`src/rtl/matrix_pkg.sv`:
```
// Shared parameters, FSM encoding and element ordering for the 2x2 ReLU serializer.
// Latency: none (package only).
// Backpressure: not applicable.
package matrix_pkg;

    localparam int DATA_W_DEF = 128;
    localparam int OUT_W_DEF  = 128;
    localparam int ELEM_CNT   = 4;
    localparam int IDX_W      = 2;
    localparam int NEG_CNT_W  = 3;

    typedef enum logic {
        ST_IDLE = 1'b0,
        ST_SEND = 1'b1
    } state_e;

    // Beat index -> element position (row*2+col); row-major order c00, c01, c10, c11.
    localparam logic [ELEM_CNT*IDX_W-1:0] ELEM_MAP = {2'd3, 2'd2, 2'd1, 2'd0};

endpackage

```
`src/rtl/matrix_relu_serializer_relu_sat.sv`:
```
// ReLU followed by signed saturation from DATA_W down to OUT_W; flags negative inputs.
// Latency: combinational.
// Backpressure: none.
module relu_sat #(
    parameter int DATA_W = 128,
    parameter int OUT_W  = 128
) (
    input  logic [DATA_W-1:0] dat_i,
    output logic [OUT_W-1:0]  dat_o,
    output logic              is_neg_o
);

    localparam logic [OUT_W-1:0] POS_MAX = {1'b0, {(OUT_W-1){1'b1}}};

    assign is_neg_o = dat_i[DATA_W-1];

    generate
        if (OUT_W == DATA_W) begin : g_relu_only
            // Same width: nothing can overflow, only negatives are clamped.
            always_comb begin
                dat_o = is_neg_o ? '0 : dat_i;
            end
        end else begin : g_relu_sat
            // Any set bit between the sign and the output's sign position means the value exceeds POS_MAX.
            logic ovf;
            assign ovf = |dat_i[DATA_W-2:OUT_W-1];

            // Clamp negatives to zero, overflows to POS_MAX, else keep the low bits.
            always_comb begin
                dat_o = dat_i[OUT_W-1:0];
                if (is_neg_o) begin
                    dat_o = '0;
                end else if (ovf) begin
                    dat_o = POS_MAX;
                end
            end
        end
    endgenerate

endmodule

```
`src/rtl/matrix_relu_serializer.sv`:
```
// Captures a 2x2 result set, applies ReLU/saturation, streams 4 elements row-major.
// Latency: out_valid rises 1 cycle after the capture handshake; one element per accepted beat.
// Backpressure: holds the current element while out_ready is low; new set accepted only when idle or on the last beat.
module matrix_relu_serializer
    import matrix_pkg::*;
#(
    parameter int DATA_W = DATA_W_DEF,
    parameter int OUT_W  = OUT_W_DEF
) (
    input  logic                 clk,
    input  logic                 rst_n,
    input  logic                 in_valid,
    output logic                 in_ready,
    input  logic [DATA_W-1:0]    c00,
    input  logic [DATA_W-1:0]    c01,
    input  logic [DATA_W-1:0]    c10,
    input  logic [DATA_W-1:0]    c11,
    output logic                 out_valid,
    input  logic                 out_ready,
    output logic [OUT_W-1:0]     out_data,
    output logic [IDX_W-1:0]     out_idx,
    output logic                 out_last,
    output logic [NEG_CNT_W-1:0] neg_cnt
);

    state_e                 state_q, state_d;
    logic [IDX_W-1:0]       idx_q, idx_d;
    logic [NEG_CNT_W-1:0]   neg_cnt_q, neg_cnt_d;
    logic [OUT_W-1:0]       elem_q [ELEM_CNT];
    logic [OUT_W-1:0]       elem_d [ELEM_CNT];

    logic [DATA_W-1:0]      c_arr   [ELEM_CNT];
    logic [OUT_W-1:0]       sat_dat [ELEM_CNT];
    logic [ELEM_CNT-1:0]    is_neg;
    logic [NEG_CNT_W-1:0]   neg_pop;
    logic                   capture;
    logic                   beat_done;

    assign c_arr[0] = c00;
    assign c_arr[1] = c01;
    assign c_arr[2] = c10;
    assign c_arr[3] = c11;

    // One activation unit per beat slot, fed from the element that beat carries.
    for (genvar i = 0; i < ELEM_CNT; i++) begin : g_act
        localparam int SRC = int'(ELEM_MAP[i*IDX_W +: IDX_W]);
        relu_sat #(
            .DATA_W (DATA_W),
            .OUT_W  (OUT_W)
        ) u_relu_sat (
            .dat_i    (c_arr[SRC]),
            .dat_o    (sat_dat[i]),
            .is_neg_o (is_neg[i])
        );
    end

    assign out_valid = (state_q == ST_SEND);
    assign out_last  = (idx_q == IDX_W'(ELEM_CNT - 1));
    assign out_idx   = idx_q;
    assign out_data  = elem_q[idx_q];
    assign neg_cnt   = neg_cnt_q;
    assign beat_done = out_valid & out_ready;
    // Held low during reset so no set is accepted before the FSM is released.
    assign in_ready  = rst_n & ((state_q == ST_IDLE) | (beat_done & out_last));
    assign capture   = in_valid & in_ready;

    // Count how many incoming elements the ReLU clamps.
    always_comb begin
        neg_pop = '0;
        for (int i = 0; i < ELEM_CNT; i++) begin
            neg_pop = neg_pop + NEG_CNT_W'(is_neg[i]);
        end
    end

    // Next-state: advance on each accepted beat, reload everything on capture.
    always_comb begin
        state_d   = state_q;
        idx_d     = idx_q;
        neg_cnt_d = neg_cnt_q;
        for (int i = 0; i < ELEM_CNT; i++) begin
            elem_d[i] = elem_q[i];
        end
        case (state_q)
            ST_IDLE: begin
                if (capture) begin
                    state_d = ST_SEND;
                end
            end
            ST_SEND: begin
                if (beat_done) begin
                    idx_d = idx_q + IDX_W'(1);
                    if (out_last) begin
                        state_d = capture ? ST_SEND : ST_IDLE;
                    end
                end
            end
            default: state_d = ST_IDLE;
        endcase
        if (capture) begin
            idx_d     = '0;
            neg_cnt_d = neg_pop;
            for (int i = 0; i < ELEM_CNT; i++) begin
                elem_d[i] = sat_dat[i];
            end
        end
    end

    // State, index, count and element registers; reset drops any set in flight.
    always_ff @(posedge clk or negedge rst_n) begin
        if (!rst_n) begin
            state_q   <= ST_IDLE;
            idx_q     <= '0;
            neg_cnt_q <= '0;
            for (int i = 0; i < ELEM_CNT; i++) begin
                elem_q[i] <= '0;
            end
        end else begin
            state_q   <= state_d;
            idx_q     <= idx_d;
            neg_cnt_q <= neg_cnt_d;
            for (int i = 0; i < ELEM_CNT; i++) begin
                elem_q[i] <= elem_d[i];
            end
        end
    end

endmodule

```
`config.mk`:
```
export PLATFORM = sky130hd
export DESIGN_NAME = matrix_relu_serializer
export DESIGN_NICKNAME = d
export VERILOG_FILES = /design/src/rtl/matrix_pkg.sv /design/src/rtl/matrix_relu_serializer_relu_sat.sv /design/src/rtl/matrix_relu_serializer.sv
export SDC_FILE = /design/constraint.sdc
export NUM_CORES = 1
export LEC_CHECK = 0
export BUFFER_PORTS_ARGS = -buffer_cell sky130_fd_sc_hd__buf_2
export CORE_MARGIN = 4
export CORE_UTILIZATION = 35
export DETAILED_ROUTE_END_ITERATION = 10
export PLACE_DENSITY = 0.61
export RECOVER_POWER = 50
export SLEW_MARGIN = 20
export SYNTH_ARGS = -nofsm -noshare
export SYNTH_HDL_FRONTEND = slang
export SYNTH_SLANG_ARGS = --single-unit
export TNS_END_PERCENT = 50
```
`constraint.sdc`:
```
create_clock -name clk -period 2.1 [get_ports clk]
set_input_delay 0 -clock clk [delete_from_list [all_inputs] [get_ports clk]]
set_output_delay 0 -clock clk [all_outputs]
set_load 0.02 [all_outputs]
```
== After elaboration in Yosys (flattened, before gate mapping) ==
Cells that the tools add are included.
Word-level totals
  bits in registers: 518
  input port bits: 516
Cells by class
  add/sub/neg operators: 4
  order comparisons: 1
  equality and inequality tests: 1
  multiplexer cells: 14
  bitwise gates (word level): 7
  reductions and logical operators: 3
Operators by type and width (number)
  2-to-1 mux 127 bit: 4
  binary-select mux 128 bit (select 2 bit): 1
  2-to-1 mux 128 bit: 2
  2-to-1 mux 2 bit: 3
  bitwise AND 1 bit: 4
  nonzero test 2 bit: 2
  adder 2 x 1 -> 3 bit: 1
  adder 3 x 1 -> 3 bit: 1
  >= comparator 3 bit, second input constant: 1
  2-to-1 mux 1 bit: 3
  inverter 2 -> 3 bit: 1
  adder 1 x 1 -> 2 bit: 1
  adder 2 x 1 -> 2 bit, second input constant: 1
  == test 2 bit, second input constant: 1
  case mux 1 bit (2 select lines): 1
  AND reduction 2 bit: 1
  inverter 1 bit: 1
  OR 1 bit: 1

== Depth between registers and ports, before layout ==
Gate-level depths: netlist of the first run.
  depth in word-level cells: 9
  gate-level depth with buffers: 8
  gate-level depth less buffers: 6

== Modules after synthesis ==
From an unflattened synthesis of the first run, not the netlist that was laid out.
Second synthesis, totals
  cell total of the unflattened synthesis: 1843
  area total of the unflattened synthesis: 25988.7 um^2
Modules (own cells, without submodules)
  matrix_relu_serializer: instances 1, cells each 1267, area each 22355.2 um^2, seq. area each 12962.4 um^2
  relu_sat: instances 4, cells each 144, area each 908.4 um^2, seq. area each 0.0 um^2

== Worst setup path after synthesis of the first run ==
OpenSTA, ideal clock, no wires.
  path type: in2reg
  start: in c01[127]
  end: reg neg_cnt_q[1] (netlist: neg_cnt[1])
  data arrival time: 1.708 ns
  path slack: 0.267 ns
  stages on the path: 8
  buffers on the path: 2
  cells stage by stage: inv_1 clkbuf_1 clkbuf_1 fa_1 inv_1 ha_1 ha_1 mux2_2
On the way
  longest elaborated chain between the ends: 3
RTL lines
  from (decl): line matrix_relu_serializer.sv:15  | input logic [DATA_W-1:0] c01,
  adder 1 x 1 -> 2 bit: line matrix_relu_serializer.sv:71  | neg_pop = neg_pop + NEG_CNT_W'(is_neg[i]);
  adder 2 x 1 -> 3 bit: line matrix_relu_serializer.sv:71
  adder 3 x 1 -> 3 bit: line matrix_relu_serializer.sv:71
  named net neg_pop[1]: line matrix_relu_serializer.sv:35  | logic [NEG_CNT_W-1:0] neg_pop;
  to (signal assigned): line matrix_relu_serializer.sv:120  | neg_cnt_q <= neg_cnt_d;
  to (decl): line matrix_relu_serializer.sv:28  | logic [NEG_CNT_W-1:0] neg_cnt_q, neg_cnt_d;
The timed path passes the listed nets, and every way through them passes these cells.
A chain may end at the register's enable or synchronous reset.

== Final worst setup path of the first run ==
  start: reg idx_q[0] (netlist: out_idx[0])
  end: reg elem_q[415] in the netlist's numbering
On the way
  longest elaborated chain between the ends: 5
RTL lines
  from (decl): line matrix_relu_serializer.sv:27  | logic [IDX_W-1:0] idx_q, idx_d;
  from (signal assigned): line matrix_relu_serializer.sv:119  | idx_q <= idx_d;
  == test 2 bit: line matrix_relu_serializer.sv:58  | assign out_last = (idx_q == IDX_W'(ELEM_CNT - 1));
  bitwise AND 1 bit: line matrix_relu_serializer.sv:64  | assign in_ready = rst_n & ((state_q == ST_IDLE) | (beat_done & out_last));
  OR 1 bit: line matrix_relu_serializer.sv:64
  bitwise AND 1 bit: line matrix_relu_serializer.sv:64
  bitwise AND 1 bit: line matrix_relu_serializer.sv:65  | assign capture = in_valid & in_ready;
  to (signal, indexed assignment): line matrix_relu_serializer.sv:122  | elem_q[i] <= elem_d[i];
  to (decl): line matrix_relu_serializer.sv:29  | logic [OUT_W-1:0] elem_q [ELEM_CNT];
Every way passes these cells.

==> qor.txt, run 1 <==
global-route wire length before repair: 150000 um
CP Launch Type: flip-flop
Max-Cap Viols: 0
flops & latches, synth: 514
vias per cell: 5.62
worst hold path type: in -> reg
CP Capture Type: flip-flop
Wirelength per Cell: 24.3 um
placed cell areas: 28800 sq um
hold wc startpoint: c01[127]
total gr overflow: 0
overall routed net length: 111000 um
Sink Count: 514
Cells after Synth: 2446
largest net degree at the start of global routing: 139
Buffers on Ports: 650
final-report hold violation count: 0
post-synthesis sequential area ratio: 0.529
unrepaired setup endpoints after global routing: true
CTS tree: built
cell area after layout: 38700 sq um
Reg2Reg Setup Slack: -0.13 ns
synthesized area per cell: 9.94 sq um
Cell variety after synth: 27
critical path class: reg -> reg
status: complete, but fails checks
Worst Hold Path Cells: 5
min Tclk post-route: 2.23 ns
Die Wd: 272 um
drt pass-1 iters: 5
PD cells: 1320 nW/um^2
Final Power: 51.1 mW
Hold EP: elem_q[361]
hpwl dp: 58500 um
Synth top cells by count: 736 x o21ai_0, 514 x dfrtp_1, 385 x nand2_1
Rows: 96
VDD IR max: 0.000737 V
Worst Tran Pin Value: 1.31 ns
H-tree levels: 2
crit share post-route: 1.06
Slew Limit Fails: 0
Fmax achieved: 448 MHz
worst-case clock buffer depth: 3
CTS root buffer: clkbuf_16
die area: 73800 sq um
skew final: 0.0145 ns
initial antenna violation count: 11
Critical Path RT: 2.60 ns
Yosys top cell by area: dfrtp_1
number of global-route vias before repair: 25466
area fraction of the dominant cell type after synthesis: 0.529
num ports: 652
reg2reg start: out_idx[0]
overall routing resource usage: 0.255
Core Area: 68700 sq um
YS warnings: 0
final worst slack: -0.133 ns
vias: 25723
Synth area leaders: dfrtp_1 53%, o21ai_0 15%, mux4_2 12%, nand2_1 5.9%, o21ai_1 5.8%
cell with the most instances after synthesis: o21ai_0
Clock Latency Late Sink: 0.59 ns
die height: 272 um
filler instances: 5590
DRT antenna net count: 0
synthesized cell area: 24300 sq um
Layout area overhead: 59.0%
failing checks: negative setup slack
CTS clk-pin slew, worst paths: 0.06 ns
depth of the worst register-to-register path: 10
GP Congestion: 0.850
slew margin rel.: 0.130
share of cells above drive strength 1: 0.291
Primary FF master, synth: dfrtp_1
First DRT Iteration DRCs: 2980
CTS Buf Count: 56
Setup Viol. Count Final: 451
Final nets: 4117
Sum Neg Setup Slack: -22.47 ns
CP max FO: 12
Util after Layout: 0.563
Worst R2R End: elem_q[415]
Post-Syn Nets: 2966
EDFF count, synth: 0
Remaining DRCs: 0
FFs w/ async S/R, synth: 1.00
Critical Path AT: 2.73 ns
leakage power: 17.4 nW
initial core utilization: 0.354
## cell usage in the layout (no fill, tap or decap), types with 3 or more instances in the layout
| cell | synthesis | final |
|---|---|---|
| buf_12 | 0 | 40 |
| buf_16 | 0 | 23 |
| buf_2 | 41 | 543 |
| buf_4 | 6 | 43 |
| buf_6 | 2 | 122 |
| buf_8 | 0 | 10 |
| bufinv_16 | 0 | 3 |
| clkbuf_1 | 166 | 13 |
| clkbuf_16 | 0 | 108 |
| clkbuf_8 | 0 | 11 |
| clkinv_2 | 0 | 8 |
| clkinvlp_4 | 0 | 3 |
| dfrtp_1 | 514 | 512 |
| diode_2 | 0 | 13 |
| dlygate4sd3_1 | 0 | 512 |
| inv_4 | 0 | 3 |
| mux2_2 | 3 | 3 |
| mux4_2 | 127 | 127 |
| nand2_1 | 385 | 384 |
| nand2b_1 | 127 | 127 |
| o21ai_0 | 736 | 706 |
| o21ai_1 | 280 | 310 |
## critical path: stages (launching register included)
cell and delay, ns:
dfrtp_4 0.52, buf_12 0.15, buf_12 0.14, ha_2 0.22
a21boi_4 0.27, buf_12 0.18, buf_12 0.16, buf_12 0.11
clkbuf_16 0.14, o21ai_0 0.09, o21ai_0 0.11
## report_power, final
group,leakage (nW),total [mW],switching [mW],internal (mW)
sequential,6.73,15.6,2.03,13.6
combinational,9.78,25.6,12.9,12.7
clock,0.871,9.86,4.17,5.69
total,17.4,51.1,19.1,32.0
## cells by family after synthesis
kind of cell               Yosys count  share of synthesized area
muxes                              131                      0.119
other                                1                   0.000154
DFF                                514                      0.529
and+or+nand+nor                    518                     0.0935
AOI/OAI and AO/OA                 1019                      0.210
xor gates and xnor gates             1                   0.000360
adders and majority gates            4                    0.00237
buffers and inverters              258                     0.0450
## how the worst max path moves through the flow
stage | from | end | depth (start not counted)
after CTS | out_idx[0] | out_data[110] | 5
final | out_idx[0] | elem_q[415] | 10
after detailed placement | out_idx[0] | elem_q[317] | 6
after global placement | out_idx[0] | elem_q[294] | 6
after floorplan | c01[127] | neg_cnt[1] | 8
after global routing | out_idx[0] | in_ready | 6
## flip-flops by register name, indices dropped and copies added (netlist names)
| register | cells |
|---|---|
| out_valid | 1 |
| elem_q | 508 |
| neg_cnt | 3 |
| out_idx | 2 |
## metrics by stage
stage	instances	setup WS [ns]	hold WS [ns]
after global placement	3858	0.199	0.0631
after detailed placement	3858	0.148	0.0597
after CTS	4475	-0.188	0.0462
after floorplan	2446	0.267	-0.296
final	4578	-0.133	0.0457
after global routing	4575	-0.193	0.0575
## layer usage
metal / GRT usage / up-vias / wire length (um)
li1: - / 10947 / -
met1: 0.328 / 12548 / 40800
met2: 0.408 / 1731 / 53400
met3: 0.0452 / 497 / 9560
met4: 0.145 / 0 / 7550
met5: 0 / - / 0
## what timing repair did
action	4_1_cts	5_1_grt
pin swaps	2	1
cloned	5	69
hold buffers	512	0
setup buffers	5	22
endpoints found under the hold margin	1028	0
gates resized for setup	128	200
endpoints found under the setup margin	127	584
## layout make-up
cell class / count / area [sq um] / share of cell area
clock inverters: 14 / 153 / 0.00395
repair buffers: 1346 / 12400 / 0.321
well taps: 931 / 1160 / 0.0301
inverters: 5 / 26.3 / 0.000679
clock buffers: 81 / 1630 / 0.0421
multi-input cells: 1674 / 10400 / 0.269
diodes: 13 / 32.5 / 0.000841
flip-flops and latches: 514 / 12900 / 0.333
Power figures use the tool's default switching activity.
==> inputs of run 2 (changes only) <==
Settings changed: BUFFER_PORTS_ARGS -buffer_cell sky130_fd_sc_hd__buf_2 to -buffer_cell sky130_fd_sc_hd__clkbuf_2, CORE_AREA set to 4 4 254 256, CORE_MARGIN 4 to not set, CORE_UTILIZATION 35 to not set, DIE_AREA set to 0 0 258 260, PLACE_DENSITY 0.61 to 0.66.
==> run 2 against run 1 <==
The run still ends with negative setup slack left; sequential power hardly changed; critical path depth decreased by 5; final cell count fell by 3.0%; worst hold slack better by 0.038 ns; core utilization increased by 3.2 points; largest power group unchanged; count of clock-buffer cells in the layout is 5 lower; first-iteration DRC count is 0.23% higher; total power decreased by 6.0%; flip-flop and latch count unchanged; worst setup slack improved by 0.047 ns; maximum frequency up 2.2%.
==> qor.txt, run 2 (same netlist as run 1, synthesis figures left out) <==
status: complete, but fails checks
failing checks: negative setup slack
Max-Cap Viols: 0
CP most frequent cell: buf_12
Fmax achieved: 457 MHz
Rows: 92
hpwl dp: 56000 um
drt pass-1 iters: 9
Top reg by flops: elem_q
CTS Buf Count: 56
Worst R2R End: elem_q[112]
CTS tree: built
Layout area overhead: 52.9%
commonest cells after routing, fill and taps aside: 736 x o21ai_0, 548 x clkbuf_2, 536 x dlygate4sd3_1, 512 x dfrtp_1, 384 x nand2_1
Worst Tran Pin Value: 1.40 ns
CP max-delay cell: dfrtp_4
Clock Latency Late Sink: 0.61 ns
commonest non-fill, non-tap cell in the layout: o21ai_0
CP cell instances: buf_12, buf_12, buf_16, mux4_2, buf_6
GP Congestion: 0.852
Setup Viol. Count Final: 103
slowest stage delay, CP: 0.51 ns
final worst slack: -0.0860 ns
critical path class: reg -> out
cell area after layout: 37200 sq um
H-tree levels: 2
skew final: 0.0258 ns
die height: 260 um
reg2reg start: out_idx[0]
worst-case clock buffer depth: 3
register area: 12900 sq um
vias per cell: 5.75
number of global-route vias before repair: 26571
num ports: 652
Core Area: 62500 sq um
filler instances: 4827
Sink Count: 514
placed cell areas: 28600 sq um
crit share post-route: 1.04
VDD IR max: 0.000729 V
overall routing resource usage: 0.288
vias: 25541
Util after Layout: 0.595
unrepaired setup endpoints after global routing: true
CP max FO: 7
Final nets: 4063
largest net degree at the start of global routing: 143
hold wc startpoint: c11[127]
slew margin rel.: 0.0684
CTS clk-pin slew, worst paths: 0.06 ns
total gr overflow: 0
CP Launch Type: flip-flop
min Tclk post-route: 2.19 ns
Remaining DRCs: 0
CP Capture Type: output pin
overall routed net length: 104000 um
share of cells above drive strength 1: 0.272
Multi-input gate area: 10400 sq um
First DRT Iteration DRCs: 2987
Hold EP: elem_q[107]
Critical Path AT: 2.19 ns
Slew Limit Fails: 0
Worst Hold Path Cells: 5
leakage power: 16.7 nW
DRT antenna net count: 0
global-route wire length before repair: 153000 um
CP delay by family, top: buffers and inverters
worst hold path type: in -> reg
Final Power: 48.0 mW
Die Wd: 258 um
initial antenna violation count: 15
depth of the worst register-to-register path: 8
PD cells: 1290 nW/um^2
Worst path depth: 5
die area: 67100 sq um
Buffers on Ports: 650
pre-CTS setup slack: 0.137 ns
CTS root buffer: clkbuf_16
Critical Path RT: 2.10 ns
final-report hold violation count: 0
Largest register FFs: 508
Wirelength per Cell: 23.4 um
Reg2Reg Setup Slack: 0.11 ns
initial core utilization: 0.389
Buf/Inv on CP: 4
-- run 2: timing repair --
action,CTS,global route
setup endpoints to repair,127,384
hold buffers,536,0
setup buffers,5,6
gates resized for setup,51,256
pin swaps,0,2
cloned,9,12
endpoints found under the hold margin,887,0
-- run 2: worst min-delay path, cell delays in order --
cell	delay, ns
clkbuf_2	0.12
inv_4	0.05
buf_12	0.28
nand2_1	0.13
o21ai_0	0.06
-- run 2: area by class of cell --
| cell class | instances | area share |
|---|---|---|
| diodes | 17 | 0.00114 |
| clock inverters | 18 | 0.00713 |
| flip-flops and latches | 514 | 0.346 |
| inverters | 5 | 0.000707 |
| repair buffers | 1292 | 0.294 |
| clock buffers | 76 | 0.0427 |
| multi-input cells | 1674 | 0.280 |
| well taps | 846 | 0.0285 |
-- run 2: how the worst max path moves through the flow --
| stage | from | to | slack (ns) |
|---|---|---|---|
| floorplan | c01[127] | neg_cnt[1] | 0.27 |
| global placement | out_idx[0] | elem_q[387] | 0.21 |
| detailed placement | out_idx[0] | elem_q[424] | 0.14 |
| CTS | out_idx[0] | out_data[71] | -0.16 |
| global route | out_idx[0] | out_data[123] | -0.15 |
| finish | out_idx[0] | out_data[123] | -0.09 |
-- run 2: where the power goes --
group          switching (mW)  internal [mW]  leakage [nW]
sequential               2.01           13.6          6.73
clock                    4.23           6.00         0.910
combinational            11.9           10.3          9.08
total                    18.1           29.9          16.7
-- run 2: per-layer routing --
layer	up-vias	track usage	wire length, um
li1	10838	-	-
met1	12368	0.358	37600
met2	1748	0.454	49400
met3	583	0.0590	8740
met4	4	0.198	8300
met5	-	0	27
-- run 2: stage by stage --
step / instances / setup TNS (ns) / hold slack (ns)
after floorplan: 2446 / 0 / -0.296
after CTS: 4407 / -12.19 / 0.0342
after global routing: 4436 / -11.63 / 0.0927
final: 4442 / -2.98 / 0.0837
after global placement: 3763 / 0 / -0.141
after detailed placement: 3763 / 0 / -0.142
